--- src/rtl/mlp_sequencer_if.sv ---
// mlp_sequencer_if: bundles the sequencer's control inputs and its address/strobe/result
// outputs so the sequencer, the shared neuron datapath and the sample host connect through one
// port.
//   master : sequencer side. It drives the addresses, the MAC/write strobes and the label.
//   slave  : datapath/host side. It drives clk_en, start, neuron_result and label_ack.
// The width parameters must match those of the mlp_sequencer instance that uses the interface.
interface mlp_sequencer_if #(
  parameter int unsigned N                          = 8,
  parameter int unsigned CLOG2_NUMBER_OF_INPUTS     = 6,
  parameter int unsigned CLOG2_SIZE_OF_HIDDEN_LAYER = 5,
  parameter int unsigned CLOG2_SIZE_OF_OUTPUT_LAYER = 4,
  parameter int unsigned CLOG2_NUMBER_OF_TEST_CASES = 10
);
  logic                                  clk_en;
  logic                                  start;
  logic signed [N-1:0]                   neuron_result;
  logic                                  label_ack;
  logic                                  layer_sel;
  logic [CLOG2_SIZE_OF_HIDDEN_LAYER-1:0] neuron_idx;
  logic [CLOG2_NUMBER_OF_INPUTS-1:0]     input_idx;
  logic [CLOG2_NUMBER_OF_TEST_CASES-1:0] sample_idx;
  logic                                  mac_en;
  logic                                  mac_first;
  logic                                  wr_en;
  logic                                  busy;
  logic [CLOG2_SIZE_OF_OUTPUT_LAYER-1:0] label;
  logic                                  ready;
  logic                                  all_done;

  modport master (
    input  clk_en, start, neuron_result, label_ack,
    output layer_sel, neuron_idx, input_idx, sample_idx, mac_en, mac_first, wr_en,
           busy, label, ready, all_done
  );

  modport slave (
    output clk_en, start, neuron_result, label_ack,
    input  layer_sel, neuron_idx, input_idx, sample_idx, mac_en, mac_first, wr_en,
           busy, label, ready, all_done
  );
endinterface

--- src/rtl/mlp_sequencer.sv ---
// mlp_sequencer: control FSM that time-multiplexes one shared MAC/activation neuron across every
// hidden and output neuron of an MLP, one test sample at a time. It keeps a running argmax over
// the output-layer results and presents the winning class as the label.
//
// Ports:
//   clk, rst : rising-edge clock and asynchronous active-high reset.
//   bus      : mlp_sequencer_if master modport.
//     Inputs  : clk_en, start, neuron_result, label_ack.
//     Outputs : layer_sel, neuron_idx, input_idx, sample_idx, mac_en, mac_first, wr_en,
//               busy, label, ready, all_done.
//
// Optional feature: define MLP_SEQ_BACKPRESSURE_EN to hold DONE (ready=1) until label_ack.
// Without it, label_ack is ignored and ready is a one-cycle pulse.
module mlp_sequencer #(
  parameter int unsigned N                          = 8,
  parameter int unsigned NUMBER_OF_INPUTS           = 62,
  parameter int unsigned SIZE_OF_HIDDEN_LAYER       = 30,
  parameter int unsigned SIZE_OF_OUTPUT_LAYER       = 10,
  parameter int unsigned NUMBER_OF_TEST_CASES       = 750,
  parameter int unsigned CLOG2_NUMBER_OF_INPUTS     = 6,
  parameter int unsigned CLOG2_SIZE_OF_HIDDEN_LAYER = 5,
  parameter int unsigned CLOG2_SIZE_OF_OUTPUT_LAYER = 4,
  parameter int unsigned CLOG2_NUMBER_OF_TEST_CASES = 10
) (
  input  logic           clk,
  input  logic           rst,
  mlp_sequencer_if.master bus
);
  localparam int unsigned InW  = CLOG2_NUMBER_OF_INPUTS;
  localparam int unsigned HidW = CLOG2_SIZE_OF_HIDDEN_LAYER;
  localparam int unsigned OutW = CLOG2_SIZE_OF_OUTPUT_LAYER;
  localparam int unsigned SmpW = CLOG2_NUMBER_OF_TEST_CASES;

  localparam logic [InW-1:0]  LastHidIn  = InW'(NUMBER_OF_INPUTS - 1);
  localparam logic [InW-1:0]  LastOutIn  = InW'(SIZE_OF_HIDDEN_LAYER - 1);
  localparam logic [HidW-1:0] LastHidN   = HidW'(SIZE_OF_HIDDEN_LAYER - 1);
  localparam logic [HidW-1:0] LastOutN   = HidW'(SIZE_OF_OUTPUT_LAYER - 1);
  localparam logic [SmpW-1:0] LastSample = SmpW'(NUMBER_OF_TEST_CASES - 1);

  typedef enum logic [2:0] {
    StIdle,
    StHidAcc,
    StHidWb,
    StOutAcc,
    StOutWb,
    StDone,
    StFinished
  } state_e;

  state_e              state_q, state_d;
  logic [HidW-1:0]     neuron_idx_q, neuron_idx_d;
  logic [InW-1:0]      input_idx_q, input_idx_d;
  logic [SmpW-1:0]     sample_idx_q, sample_idx_d;
  logic signed [N-1:0] max_q, max_d;
  logic [OutW-1:0]     label_q, label_d;
  logic                label_taken;

`ifdef MLP_SEQ_BACKPRESSURE_EN
  assign label_taken = bus.label_ack;
`else
  logic unused_label_ack;
  assign unused_label_ack = bus.label_ack;
  assign label_taken      = 1'b1;
`endif

  // State and counters. A low clk_en freezes everything.
  always_ff @(posedge clk or posedge rst) begin
    if (rst) begin
      state_q      <= StIdle;
      neuron_idx_q <= '0;
      input_idx_q  <= '0;
      sample_idx_q <= '0;
      max_q        <= '0;
      label_q      <= '0;
    end else if (bus.clk_en) begin
      state_q      <= state_d;
      neuron_idx_q <= neuron_idx_d;
      input_idx_q  <= input_idx_d;
      sample_idx_q <= sample_idx_d;
      max_q        <= max_d;
      label_q      <= label_d;
    end
  end

  // Next-state and counter sequencing.
  always_comb begin
    state_d      = state_q;
    neuron_idx_d = neuron_idx_q;
    input_idx_d  = input_idx_q;
    sample_idx_d = sample_idx_q;
    max_d        = max_q;
    label_d      = label_q;
    unique case (state_q)
      StIdle, StFinished: begin
        if (bus.start) begin
          state_d      = StHidAcc;
          neuron_idx_d = '0;
          input_idx_d  = '0;
          sample_idx_d = '0;
        end
      end
      StHidAcc: begin
        if (input_idx_q == LastHidIn) begin
          state_d     = StHidWb;
          input_idx_d = '0;
        end else begin
          input_idx_d = input_idx_q + InW'(1);
        end
      end
      StHidWb: begin
        input_idx_d = '0;
        if (neuron_idx_q == LastHidN) begin
          state_d      = StOutAcc;
          neuron_idx_d = '0;
        end else begin
          state_d      = StHidAcc;
          neuron_idx_d = neuron_idx_q + HidW'(1);
        end
      end
      StOutAcc: begin
        if (input_idx_q == LastOutIn) begin
          state_d     = StOutWb;
          input_idx_d = '0;
        end else begin
          input_idx_d = input_idx_q + InW'(1);
        end
      end
      StOutWb: begin
        // Neuron 0 seeds the argmax. Later neurons win only on a strictly greater result, so a
        // tie keeps the lower index.
        if (neuron_idx_q == '0) begin
          max_d   = bus.neuron_result;
          label_d = '0;
        end else if (bus.neuron_result > max_q) begin
          max_d   = bus.neuron_result;
          label_d = OutW'(neuron_idx_q);
        end
        if (neuron_idx_q == LastOutN) begin
          state_d = StDone;
        end else begin
          state_d      = StOutAcc;
          neuron_idx_d = neuron_idx_q + HidW'(1);
        end
      end
      StDone: begin
        if (label_taken) begin
          if (sample_idx_q == LastSample) begin
            state_d = StFinished;
          end else begin
            state_d      = StHidAcc;
            sample_idx_d = sample_idx_q + SmpW'(1);
            neuron_idx_d = '0;
            input_idx_d  = '0;
          end
        end
      end
      default: state_d = StIdle;
    endcase
  end

  // Outputs are decoded from the registered state. Only the strobes see clk_en, so a frozen
  // cycle never accumulates or writes.
  always_comb begin
    bus.layer_sel  = 1'b0;
    bus.mac_en     = 1'b0;
    bus.mac_first  = 1'b0;
    bus.wr_en      = 1'b0;
    bus.busy       = 1'b0;
    bus.ready      = 1'b0;
    bus.all_done   = 1'b0;
    bus.neuron_idx = neuron_idx_q;
    bus.input_idx  = input_idx_q;
    bus.sample_idx = sample_idx_q;
    bus.label      = label_q;
    unique case (state_q)
      StHidAcc: begin
        bus.busy      = 1'b1;
        bus.mac_en    = bus.clk_en;
        bus.mac_first = (input_idx_q == '0);
      end
      StHidWb: begin
        bus.busy  = 1'b1;
        bus.wr_en = bus.clk_en;
      end
      StOutAcc: begin
        bus.busy      = 1'b1;
        bus.layer_sel = 1'b1;
        bus.mac_en    = bus.clk_en;
        bus.mac_first = (input_idx_q == '0);
      end
      StOutWb: begin
        bus.busy      = 1'b1;
        bus.layer_sel = 1'b1;
      end
      StDone: begin
        bus.busy  = 1'b1;
        bus.ready = 1'b1;
      end
      StFinished: bus.all_done = 1'b1;
      default: ;
    endcase
  end
endmodule

--- src/flat_wrapper.sv ---
// flat-port wrapper written by rule: the top's interface ports become plain ports
module mlp_sequencer_flat 
#(
  parameter int unsigned N                          = 8,
  parameter int unsigned NUMBER_OF_INPUTS           = 62,
  parameter int unsigned SIZE_OF_HIDDEN_LAYER       = 30,
  parameter int unsigned SIZE_OF_OUTPUT_LAYER       = 10,
  parameter int unsigned NUMBER_OF_TEST_CASES       = 750,
  parameter int unsigned CLOG2_NUMBER_OF_INPUTS     = 6,
  parameter int unsigned CLOG2_SIZE_OF_HIDDEN_LAYER = 5,
  parameter int unsigned CLOG2_SIZE_OF_OUTPUT_LAYER = 4,
  parameter int unsigned CLOG2_NUMBER_OF_TEST_CASES = 10
)
  (clk, rst, bus_clk_en, bus_start, bus_neuron_result, bus_label_ack, bus_layer_sel, bus_neuron_idx, bus_input_idx, bus_sample_idx, bus_mac_en, bus_mac_first, bus_wr_en, bus_busy, bus_label, bus_ready, bus_all_done);
  mlp_sequencer_if #(.N(N), .CLOG2_NUMBER_OF_INPUTS(CLOG2_NUMBER_OF_INPUTS), .CLOG2_SIZE_OF_HIDDEN_LAYER(CLOG2_SIZE_OF_HIDDEN_LAYER), .CLOG2_SIZE_OF_OUTPUT_LAYER(CLOG2_SIZE_OF_OUTPUT_LAYER), .CLOG2_NUMBER_OF_TEST_CASES(CLOG2_NUMBER_OF_TEST_CASES)) bus_i ();
  input  logic clk;
  input  logic rst;
  input wire logic [$bits(bus_i.clk_en)-1:0] bus_clk_en;
  input wire logic [$bits(bus_i.start)-1:0] bus_start;
  input wire logic [$bits(bus_i.neuron_result)-1:0] bus_neuron_result;
  input wire logic [$bits(bus_i.label_ack)-1:0] bus_label_ack;
  output wire logic [$bits(bus_i.layer_sel)-1:0] bus_layer_sel;
  output wire logic [$bits(bus_i.neuron_idx)-1:0] bus_neuron_idx;
  output wire logic [$bits(bus_i.input_idx)-1:0] bus_input_idx;
  output wire logic [$bits(bus_i.sample_idx)-1:0] bus_sample_idx;
  output wire logic [$bits(bus_i.mac_en)-1:0] bus_mac_en;
  output wire logic [$bits(bus_i.mac_first)-1:0] bus_mac_first;
  output wire logic [$bits(bus_i.wr_en)-1:0] bus_wr_en;
  output wire logic [$bits(bus_i.busy)-1:0] bus_busy;
  output wire logic [$bits(bus_i.label)-1:0] bus_label;
  output wire logic [$bits(bus_i.ready)-1:0] bus_ready;
  output wire logic [$bits(bus_i.all_done)-1:0] bus_all_done;
  assign bus_i.clk_en = bus_clk_en;
  assign bus_i.start = bus_start;
  assign bus_i.neuron_result = bus_neuron_result;
  assign bus_i.label_ack = bus_label_ack;
  assign bus_layer_sel = bus_i.layer_sel;
  assign bus_neuron_idx = bus_i.neuron_idx;
  assign bus_input_idx = bus_i.input_idx;
  assign bus_sample_idx = bus_i.sample_idx;
  assign bus_mac_en = bus_i.mac_en;
  assign bus_mac_first = bus_i.mac_first;
  assign bus_wr_en = bus_i.wr_en;
  assign bus_busy = bus_i.busy;
  assign bus_label = bus_i.label;
  assign bus_ready = bus_i.ready;
  assign bus_all_done = bus_i.all_done;
  mlp_sequencer #(.N(N), .NUMBER_OF_INPUTS(NUMBER_OF_INPUTS), .SIZE_OF_HIDDEN_LAYER(SIZE_OF_HIDDEN_LAYER), .SIZE_OF_OUTPUT_LAYER(SIZE_OF_OUTPUT_LAYER), .NUMBER_OF_TEST_CASES(NUMBER_OF_TEST_CASES), .CLOG2_NUMBER_OF_INPUTS(CLOG2_NUMBER_OF_INPUTS), .CLOG2_SIZE_OF_HIDDEN_LAYER(CLOG2_SIZE_OF_HIDDEN_LAYER), .CLOG2_SIZE_OF_OUTPUT_LAYER(CLOG2_SIZE_OF_OUTPUT_LAYER), .CLOG2_NUMBER_OF_TEST_CASES(CLOG2_NUMBER_OF_TEST_CASES)) u_core (.clk(clk), .rst(rst), .bus(bus_i));
endmodule
--- config.mk ---
export PLATFORM = sky130hd
export DESIGN_NAME = mlp_sequencer_flat
export DESIGN_NICKNAME = d
export VERILOG_FILES = /design/src/rtl/mlp_sequencer_if.sv /design/src/rtl/mlp_sequencer.sv /design/src/flat_wrapper.sv
export SDC_FILE = /design/constraint.sdc
export NUM_CORES = 1
export LEC_CHECK = 0
export BUFFER_PORTS_ARGS = -buffer_cell sky130_fd_sc_hd__buf_4
export CORE_MARGIN = 4
export CORE_UTILIZATION = 50
export DETAILED_ROUTE_END_ITERATION = 12
export HOLD_SLACK_MARGIN = 0.08
export PLACE_DENSITY = 0.8
export SLEW_MARGIN = 10
export SYNTH_ARGS = -nofsm -noshare
export SYNTH_HDL_FRONTEND = slang
export SYNTH_SLANG_ARGS = --single-unit
--- constraint.sdc ---
create_clock -name clk -period 2.2 [get_ports clk]
set_clock_uncertainty 0.1 [all_clocks]
set_input_delay 0 -clock clk [delete_from_list [all_inputs] [get_ports clk]]
set_output_delay 0 -clock clk [all_outputs]
set_load 0.02 [all_outputs]
### Word level (Yosys, flattened, before mapping)

Index checks and enable logic that the tools add are counted.

| operators by class | value |
|---|---|
| $add $sub $neg | 3 |
| order comparisons | 1 |
| equality and inequality tests | 16 |
| mux-type cells | 31 |
| reduce and logical (&&, ||, !) cells | 16 |

Operator list:

| operator | number |
|---|---|
| $pmux 6 s5 | 1 |
| $mux 6 | 4 |
| $mux 10 | 2 |
| $mux 5 | 4 |
| $pmux 10 s2 | 1 |
| $pmux 5 s4 | 1 |
| $pmux 3 s6 | 1 |
| $mux 8 | 2 |
| $mux 3 | 5 |
| $reduce_and 4->1 | 3 |
| $add 10x1->10 const B | 1 |
| $eq 10x10->1 const B | 1 |
| $eq 3x3->1 const B | 3 |
| $gt 8x8->1 | 1 |
| $mux 4 | 2 |
| $mux 1 | 7 |
| $add 6x1->6 const B | 1 |
| $eq 3x2->1 const B | 2 |
| $eq 6x5->1 const B | 1 |
| $eq 6x6->1 const B | 1 |
| $logic_not 6->1 | 1 |
| $ne 2x2->1 const B | 3 |
| $reduce_or 2->1 | 3 |
| $add 5x1->5 const B | 1 |
| 13 further kinds | 15 |

| storage, ports and cells | value |
|---|---|
| register bits | 36 |
| logic and storage cells | 73 |

### Depth between registers and ports, before layout

Gate-level depths: netlist of run 1.

| logic depth | value |
|---|---|
| depth in word-level cells | 4 |
| depth in mapped cells | 8 |
| mapped depth without buffers | 7 |

### Least setup slack after synthesis of run 1

Ideal clock, no wire load.

| path | value |
|---|---|
| path kind | reg-to-reg |
| start point | register u_core.max_q[7] |
| end point | register u_core.label_q[2] (netlist: u_core.bus.label[2]) |
| setup time | 0.125 ns |
| arrival | 1.954 ns |
| setup slack | 0.021 ns |
| stages on the path, launching flop included | 9 |
| cells stage by stage | dfrtp_1 inv_1 ha_1 nand4_1 a21oi_1 a31o_2 mux2i_1 buf_2 mux2_2 |

| on the way | value |
|---|---|
| longest elaborated chain between the ends | 3 |

RTL lines:

| what | RTL line | source |
|---|---|---|
| start: declaration | mlp_sequencer.sv:54 | `logic signed [N-1:0] max_q, max_d;` |
| start signal: assignment | mlp_sequencer.sv:80 | `max_q <= max_d;` |
| $gt 8x8->1 | mlp_sequencer.sv:134 | `end else if (bus.neuron_result > max_q) begin` |
| $reduce_bool 2->1 (no source line) | - |  |
| $reduce_and 3->1 (no source line) | - |  |
| end signal: assignment | mlp_sequencer.sv:81 | `label_q <= label_d;` |
| end: declaration | mlp_sequencer.sv:55 | `logic [OutW-1:0] label_q, label_d;` |

Every way passes these cells.
A chain may end at the register's enable or synchronous reset.

### Worst setup path after layout of run 1

| path | value |
|---|---|
| start point | register u_core.max_q[5] |
| end point | register u_core.max_q[3] |

| on the way | value |
|---|---|
| longest elaborated chain between the ends | 3 |

RTL lines:

| what | RTL line |
|---|---|
| $gt 8x8->1 | mlp_sequencer.sv:134 |
| $reduce_bool 2->1 (no source line) | - |
| $reduce_and 3->1 (no source line) | - |

Every way passes these cells.

==> results.json, run 1 <==
{
  "first_pass_iters": 4,
  "crit_path_end_kind": "flop",
  "netlist_area_um2": 2328,
  "setup_viol": 4,
  "ys_warn_count": 0,
  "htree_levels": 2,
  "slew_violations": 0,
  "routedWlPerCell_um": 15.06,
  "layout.cells.non_filler": 375,
  "syn_inst": 249,
  "fmax_mhz": 453.7,
  "setup_slack_ns": -0.004043,
  "synth_cell_types": 52,
  "numCtsBuffers": 5,
  "powerDensity_nw_per_um2": 1157,
  "reg2reg_to": "u_core.max_q[3]$_DFFE_PP0P_",
  "synthXorXnorAreaFrac_pct": 4.084,
  "hold_depth": 4,
  "grt_pass1_wl_um": 9377,
  "postSynthAreaPerCell_um2": 9.351,
  "die_w_um": 76.24,
  "leakage_uw": 0.001485,
  "cp_slowest_cell": "dfrtp_1",
  "placeableCoreArea_um2": 4444,
  "synth_top_family_by_area": "simple AND/OR/NAND/NOR gates",
  "critical_path_buf_inv_count": 2,
  "area_growth_pct": 34.18,
  "post-route-period-util_pct": 100.2,
  "synth_compound_area_share_pct": 17.46,
  "die-height_um": 76.24,
  "hold_violations": 0,
  "cp-start-kind": "flop",
  "fin_nets": 351,
  "status": "finished with violations",
  "num_io_pins": 45,
  "insertion_delay_ns": 0.29,
  "drt_iter0_markers": 90,
  "holdPathEnd": "u_core.state_q[2]$_DFFE_PP0P_",
  "timing.rr.start": "u_core.max_q[5]$_DFFE_PP0P_",
  "synthArstFlopShare_pct": 100.0,
  "antenna_left": 0,
  "gp_congestion": 0.8508,
  "timing.hold.ws_ns": 0.1144,
  "criticalPathCategory": "reg2reg",
  "ys.flop_type": "dfrtp_1",
  "max_stage_delay_ns": 0.38,
  "drive_above_1_share_pct": 31.89,
  "wl_um": 5647,
  "dr_total_vias": 2089,
  "pre_cts_ws_ns": -0.006526,
  "path_cells": "inv_2 > ha_4 > nand4_1 > o221ai_1 > a31o_2 > mux2i_4 > buf_6 > mux2_4",
  "diodes": 0,
  "ir_drop_uv": 678.7,
  "holdCritStartpoint": "bus_start",
  "seq_area_frac_synth_pct": 38.69,
  "hold_path.class": "in2reg",
  "reg2reg_depth": 8,
  "cts_tree": "built",
  "hpwl_um": 3936,
  "cp_top_family": "multiplexers",
  "min_period_ns": 2.204,
  "grt_max_degree": 37,
  "antenna_found_initial": 0,
  "rrSetupSlack_ns": -0.004,
  "synthMuxAreaShare_pct": 7.093,
  "synth_fa_ha_area_share_pct": 8.598,
  "critical_path.startpoint": "u_core.max_q[5]$_DFFE_PP0P_",
  "cts.sinks": 36,
  "clk_pin_slew_ns": 0.08,
  "placed_cells": 354,
  "synth_nets": 278,
  "setup_tns_ns": -0.007134,
  "initial_utilization_pct": 52.39,
  "crit_required_ns": 2.27,
  "grt_usage_pct": 19.31,
  "yosys.area_share.simple_pct": 18.59,
  "final_core_util_pct": 70.30,
  "grt-ovfl-total": 0,
  "maxSlewHeadroom_pct": 62.11,
  "yosys_register_bits": 36,
  "cp.depth": 8,
  "synth_edf_count": 0,
  "crit_fanout": 6,
  "die-area_um2": 5813,
  "rsz0062_at_grt": "yes",
  "cap_violations": 0,
  "worstPathArrival_ns": 2.28,
  "post-route-drc-count": 0,
  "tightest_slew_ns": 0.5622,
  "grt_pass1_vias": 2002,
  "violations": "negative setup slack",
  "root_buffer": "clkbuf_8",
  "rows": 24,
  "port_buffers": 43,
  "clockBufferDepth": 2,
  "viasPerCell": 5.571
}
[flip-flops by register name (all words and copies together), names as in the netlist]
| signal | flops |
|---|---|
| u_core.bus.neuron_idx | 5 |
| u_core.bus.sample_idx | 10 |
| u_core.bus.input_idx | 6 |
| u_core.bus.label | 4 |
| u_core.max_q | 8 |
| u_core.state_q | 3 |
[metal layers]
metal	up-vias	track usage, %	part of all wire [%]
li1	1035	-	-
met1	1007	24.31	44
met2	43	33.83	51
met3	4	4.492	4.6
met4	0	3.804	0.57
met5	-	0	0
[metrics by stage]
step	power, uW	cell area, um2
6_report	3616	3124
5_1_grt	3914	3124
4_1_cts	3486	3004
3_5_place_dp	2959	2804
3_3_place_gp	2895	2804
2_1_floorplan	2283	2328
[how the worst max path moves through the flow]
stage                                                 end  slack (ns)
final                         u_core.max_q[3]$_DFFE_PP0P_      -0.004
after global routing          u_core.max_q[3]$_DFFE_PP0P_       -0.09
after CTS                     u_core.max_q[5]$_DFFE_PP0P_       0.004
after detailed placement      u_core.max_q[1]$_DFFE_PP0P_      -0.007
after global placement        u_core.max_q[7]$_DFFE_PP0P_        0.08
after floorplan           u_core.bus.label[2]$_DFFE_PP0P_        0.02
[synthesized netlist by cell type (all sizes together), types with 2 or more instances]
| library cell | count | share of area, % |
|---|---|---|
| or4 | 2 | 0.64 |
| mux2 | 12 | 5.8 |
| a31o | 2 | 0.75 |
| a31oi | 2 | 0.54 |
| and3 | 4 | 1.1 |
| nand3b | 3 | 0.97 |
| a21oi | 10 | 2.1 |
| o311ai | 2 | 0.75 |
| nor2b | 3 | 1.1 |
| nand2b | 2 | 0.65 |
| nand2 | 26 | 4.3 |
| nand3 | 12 | 2.6 |
| nor2 | 14 | 2.3 |
| inv | 22 | 3.5 |
| nor3 | 5 | 1.3 |
| xnor2 | 10 | 4.1 |
| dfrtp | 36 | 39 |
| o21ai | 21 | 4.5 |
| ha | 16 | 8.6 |
| and2 | 2 | 0.54 |
| a21o | 3 | 1.0 |
| buf | 6 | 1.6 |
| a211oi | 5 | 1.6 |
| a2111oi | 2 | 1.3 |
| mux2i | 3 | 1.3 |
| nand4 | 7 | 1.9 |
| o31ai | 2 | 1.2 |
| o41ai | 2 | 1.1 |
[cells by family (layout without fill, tap and decap cells)]
family / count (synthesis) / count (layout)
and+or+nand+nor: 84 / 84
AOI/OAI and AO/OA: 58 / 58
DFF: 36 / 36
buffers and inverters: 30 / 104
adders and majority gates: 16 / 16
muxes: 15 / 15
xor gates and xnor gates: 10 / 10
[power breakdown]
part           leakage [uW]  switching [uW]  internal [uW]
clock network     0.0000510             237            250
registers          0.000477             207            861
logic              0.000957            1110            947
[area by class of cell]
class                   instances  area, um2
flip-flops and latches         36      900.9
inverters                      23      87.58
multi-input cells             183       1394
well taps                      52      65.06
repair buffers                 73      584.3
fillers                       364       1320
clock buffers                   6      82.58
clock inverters                 2      10.01
[cells in the final DEF (no fill, tap or decap), types with 4 or more instances in the layout]
master	netlist	final
dlygate4sd3_1	0	10
nor3_1	4	4
nand4_1	7	7
nand2_1	25	25
ha_1	16	13
o21ai_0	20	20
inv_1	22	20
buf_4	0	60
and3_1	4	4
mux2_4	0	10
clkbuf_8	0	6
a21oi_1	10	10
a211oi_1	5	5
dfrtp_1	36	36
xnor2_1	9	9
nand3_1	12	12
nor2_1	14	14
[timing repair]
action | CTS | global route
hold buffers | 10 | 0
hold endpoints to repair | 46 | 0
setup endpoints to repair | 6 | 12
setup buffers | 1 | 3
pin swaps | 1 | 4
gates resized for setup | 0 | 21
[worst reg2reg max path, delay by kind of cell (launching register included)]
family	cells	cell delay, ns
multiplexers	2	0.55
AND/OR/NAND/NOR	1	0.18
buffers and inverters	2	0.23
adder cells (fa/ha/maj)	1	0.26
flip-flops	1	0.38
AO/OA/AOI/OAI	2	0.39
No activity file was read; power rests on OpenSTA's default activity.
==> run 2, diff against run 1 <==
Settings changed: CORE_UTILIZATION 50 to 52, CTS_BUF_LIST set to sky130_fd_sc_hd__clkbuf_4, PLACE_DENSITY 0.8 to 0.83.
==> results.json, run 2 (synthesis results as in run 1) <==
{
  "routedWlPerCell_um": 16.49,
  "criticalPathCategory": "reg2reg",
  "drive_above_1_share_pct": 32.62,
  "cts.sinks": 36,
  "dr_total_vias": 2142,
  "rsz0062_at_grt": "yes",
  "diodes": 0,
  "clockBufferDepth": 2,
  "fin_nets": 353,
  "rows": 24,
  "post_dp_cell_area_um2": 2796,
  "pwr-share-comb_pct": 57.9,
  "violations": "negative setup slack",
  "grt_pass1_vias": 2153,
  "post-route-period-util_pct": 104.8,
  "powerDensity_nw_per_um2": 1185,
  "timing.hold.ws_ns": 0.2369,
  "numCtsBuffers": 5,
  "cp-start-kind": "flop",
  "insertion_delay_ns": 0.36,
  "p_clk_share_pct": 13.2,
  "cts_tree": "built",
  "placeableCoreArea_um2": 4354,
  "initial_utilization_pct": 53.48,
  "grt_pass1_wl_um": 9446,
  "power_frac_seq_pct": 29.0,
  "die-area_um2": 5612,
  "area_growth_pct": 34.55,
  "leakage_uw": 0.001488,
  "p_switching_uw": 1633,
  "tightest_slew_ns": 0.5727,
  "fillers": 336,
  "min_period_ns": 2.305,
  "layout_common_cells": "buf_4 (61), dfrtp_1 (36), nand2_1 (25), o21ai_0 (20), inv_1 (19)",
  "hold_violations": 0,
  "viasPerCell": 5.682,
  "hpwl_um": 4055,
  "ir_drop_uv": 916.2,
  "post-route-drc-count": 0,
  "maxSlewHeadroom_pct": 61.40,
  "die-height_um": 74.92,
  "antenna_found_initial": 0,
  "crit_fanout": 6,
  "grt_max_degree": 37,
  "fmax_mhz": 433.9,
  "final_area_um2": 3133,
  "clk_pin_slew_ns": 0.12,
  "htree_levels": 2,
  "slew_violations": 0,
  "wl_um": 6215,
  "largest_register_ffs": 10,
  "worstPathArrival_ns": 2.46,
  "drt_iter0_markers": 150,
  "root_buffer": "clkbuf_4",
  "antenna_left": 0,
  "crit_path_end_kind": "flop",
  "port_buffers": 43,
  "grt_usage_pct": 21.34,
  "first_pass_iters": 4,
  "switching_share_pct": 43.98,
  "setup_viol": 12,
  "cap_violations": 0,
  "crit_required_ns": 2.36,
  "status": "finished with violations",
  "setup_slack_ns": -0.1047,
  "num_io_pins": 45,
  "grt-ovfl-total": 0,
  "gp_congestion": 0.8500,
  "final_core_util_pct": 71.95,
  "cellInternalPower_uw": 2080,
  "die_w_um": 74.92,
  "mostFrequentLayoutCell": "buf_4",
  "hold_path.class": "in2async"
}
==> run 2: per-layer routing <==
layer	share of wire [%]	vias to the layer above	global-route usage (%)
met1	44	1044	26.09
li1	-	1038	-
met3	4.0	10	4.539
met4	1.6	0	7.905
met2	50	50	36.85
met5	0	-	0
==> run 2: timing repair <==
action / in CTS / in global routing
pin swaps: 1 / 5
buffers inserted: 2 / 3
hold buffers: 11 / 0
hold endpoints to repair: 50 / 0
gates resized for setup: 0 / 23
setup endpoints to repair: 7 / 12
==> run 2: worst paths after layout <==
| path | start | end | slack (ns) | cells after the start |
|---|---|---|---|---|
| max | u_core.max_q[5]$_DFFE_PP0P_ | u_core.max_q[3]$_DFFE_PP0P_ | -0.10 | 8 |
| min | rst | u_core.bus.sample_idx[1]$_DFFE_PP0P_ | 0.24 | 4 |
| max reg2reg | u_core.max_q[5]$_DFFE_PP0P_ | u_core.max_q[3]$_DFFE_PP0P_ | -0.10 | 8 |
| min reg2reg | u_core.max_q[4]$_DFFE_PP0P_ | u_core.max_q[4]$_DFFE_PP0P_ | 0.43 | 1 |
| max in group asynchronous | rst | u_core.bus.input_idx[3]$_DFFE_PP0P_ | 1.42 | 4 |
| min in group clk | bus_neuron_result[2] | u_core.max_q[2]$_DFFE_PP0P_ | 0.33 | 3 |
==> run 2: through the flow <==
| stage | instances | worst slack, ns | TNS (ns) | total power [uW] |
|---|---|---|---|---|
| 2_1_floorplan | 249 | 0.02146 | 0 | 2283 |
| 3_3_place_gp | 353 | 0.08464 | 0 | 2899 |
| 3_5_place_dp | 353 | -0.0005602 | -0.0005602 | 2983 |
| 4_1_cts | 374 | 0.005014 | 0 | 3509 |
| 5_1_grt | 377 | -0.2060 | -2.241 | 3987 |
| 6_report | 377 | -0.1047 | -0.9852 | 3713 |
==> run 2: layout make-up <==
class	count	area (um2)	share of cell area, %
clock buffers	6	45.04	1.438
clock inverters	2	35.03	1.118
inverters	23	87.58	2.796
multi-input cells	183	1398	44.61
flip-flops and latches	36	900.9	28.75
well taps	52	65.06	2.077
repair buffers	75	601.8	19.21
==> run 2: power groups by stage <==
stage          Sequential (uW)  Clock, uW  Combinational, uW
2_1_floorplan             1170          0               1120
3_3_place_gp              1050          0               1850
3_5_place_dp              1070          0               1910
4_1_cts                   1060        495               1960
5_1_grt                   1100        520               2370
6_report                  1080        489               2150
==> run 2: worst max-delay path, cell delays in order (launching register included) <==
cell      delay, ns
dfrtp_1        0.39
inv_2          0.06
ha_4           0.27
nand4_1        0.20
o221ai_2       0.24
a31o_2         0.18
mux2i_4        0.26
buf_6          0.17
mux2_4         0.31
==> run 3, diff against run 2 <==
Settings changed: CORE_ASPECT_RATIO set to 0.9, CORE_MARGIN 4 to 5.
==> results.json, run 3 (synthesis results as in run 1) <==
{
  "status": "finished with violations",
  "violations": "negative setup slack",
  "rsz0062_at_grt": "yes",
  "gp_congestion": 0.8467,
  "crit_path_end_kind": "flop",
  "die-height_um": 73.48,
  "timing.hold.ws_ns": 0.2446,
  "mostFrequentLayoutCell": "buf_4",
  "gr-max-usage-layer": "met2",
  "tightest_slew_ns": 0.5720,
  "crit_fanout": 7,
  "criticalPathCategory": "reg2reg",
  "grt_pass1_wl_um": 9335,
  "wl_um": 5810,
  "drt_iter0_markers": 163,
  "setup_slack_ns": -0.03280,
  "area_growth_pct": 32.56,
  "hpwl_um": 3946,
  "cp-start-kind": "flop",
  "viasPerCell": 5.517,
  "antenna_left": 0,
  "hold_violations": 0,
  "drive_above_1_share_pct": 31.89,
  "slew_violations": 0,
  "cts.sinks": 36,
  "insertion_delay_ns": 0.33,
  "cap_violations": 0,
  "cts_tree": "built",
  "largest_register_ffs": 10,
  "diodes": 0,
  "clk_pin_slew_ns": 0.11,
  "numCtsBuffers": 5,
  "hold_path.class": "in2async",
  "setup_viol": 7,
  "critical_path.startpoint": "u_core.max_q[7]$_DFFE_PP0P_",
  "htree_levels": 2,
  "clockBufferDepth": 2,
  "rows": 23,
  "dr_total_vias": 2124,
  "ir_drop_uv": 826.0,
  "fin_nets": 351,
  "crit_required_ns": 2.33,
  "first_pass_iters": 4,
  "num_io_pins": 45,
  "root_buffer": "clkbuf_4",
  "post-route-drc-count": 0,
  "antenna_found_initial": 0,
  "grtUsageMet3_pct": 3.922,
  "grt-ovfl-total": 0,
  "placeableCoreArea_um2": 4403,
  "worstPathArrival_ns": 2.36,
  "grt_max_degree": 37,
  "grt_usage_pct": 19.91,
  "leakage_uw": 0.001463,
  "routedWlPerCell_um": 15.09,
  "fmax_mhz": 447.9,
  "use_met2_pct": 34.01,
  "use_met1_pct": 25.91,
  "die-area_um2": 5918,
  "grt_pass1_vias": 2073,
  "powerDensity_nw_per_um2": 1133,
  "post_dp_cell_area_um2": 2794,
  "min_period_ns": 2.233,
  "timing.rr.start": "u_core.max_q[7]$_DFFE_PP0P_",
  "final_area_um2": 3087,
  "maxSlewHeadroom_pct": 61.73,
  "post-route-period-util_pct": 101.5,
  "port_buffers": 43,
  "layout_common_cells": "buf_4 (62), dfrtp_1 (36), nand2_1 (25), o21ai_0 (20), inv_1 (19)",
  "initial_utilization_pct": 52.88,
  "die_w_um": 80.54
}
[run 3: area by class of cell]
class / instances / area (um2)
clock buffers: 7 / 52.55
clock inverters: 1 / 3.754
fillers: 340 / 1316
inverters: 23 / 87.58
multi-input cells: 183 / 1389
flip-flops and latches: 36 / 900.9
well taps: 62 / 77.57
repair buffers: 73 / 575.6
[run 3: metal layers]
layer | vias up | part of all wire [%] | routed length, um
met5 | - | 0 | 0
met4 | 0 | 1.2 | 70
met3 | 9 | 4.3 | 248
met2 | 54 | 50 | 2880
met1 | 1025 | 45 | 2611
li1 | 1036 | - | -
[run 3: final timing paths]
check / end / slack (ns) / cells after the start
worst max-delay path: u_core.max_q[3]$_DFFE_PP0P_ / -0.03 / 8
worst min-delay path: u_core.max_q[3]$_DFFE_PP0P_ / 0.24 / 4
worst max register to register: u_core.max_q[3]$_DFFE_PP0P_ / -0.03 / 8
worst min register to register: u_core.bus.label[1]$_DFFE_PP0P_ / 0.42 / 2
max in group asynchronous: u_core.state_q[2]$_DFFE_PP0P_ / 1.43 / 4
min in group clk: u_core.max_q[1]$_DFFE_PP0P_ / 0.35 / 3
[run 3: metrics by stage]
step	cells	utilization (%)	TNS, ns	power (uW)	worst slack [ns]
floorplan	249	-	0	2283	0.02146
global placement	361	63.46	0	2874	0.08645
detailed placement	361	63.46	0	2944	0.007431
CTS	381	67.41	0	3328	0.01325
global route	385	70.11	-1.113	3763	-0.1093
finish	385	70.11	-0.1770	3499	-0.03280
[run 3: worst max-delay path: stages (launching register included)]
cell      delay, ns
dfrtp_1        0.39
inv_2          0.06
ha_4           0.26
nand4_1        0.19
o221ai_2       0.22
a31o_2         0.14
mux2i_1        0.24
buf_4          0.22
mux2_4         0.31
[run 3: what timing repair did]
action	in CTS	in global routing
setup endpoints to repair	6	12
hold buffers	11	0
pin swaps	0	4
buffers inserted	1	4
gates resized for setup	0	19
endpoints found under the hold margin	47	0
[run 3: report_power, final]
group | switching (uW) | internal (uW)
clock network | 211 | 148
logic | 1130 | 936
registers | 217 | 859
total | 1560 | 1940
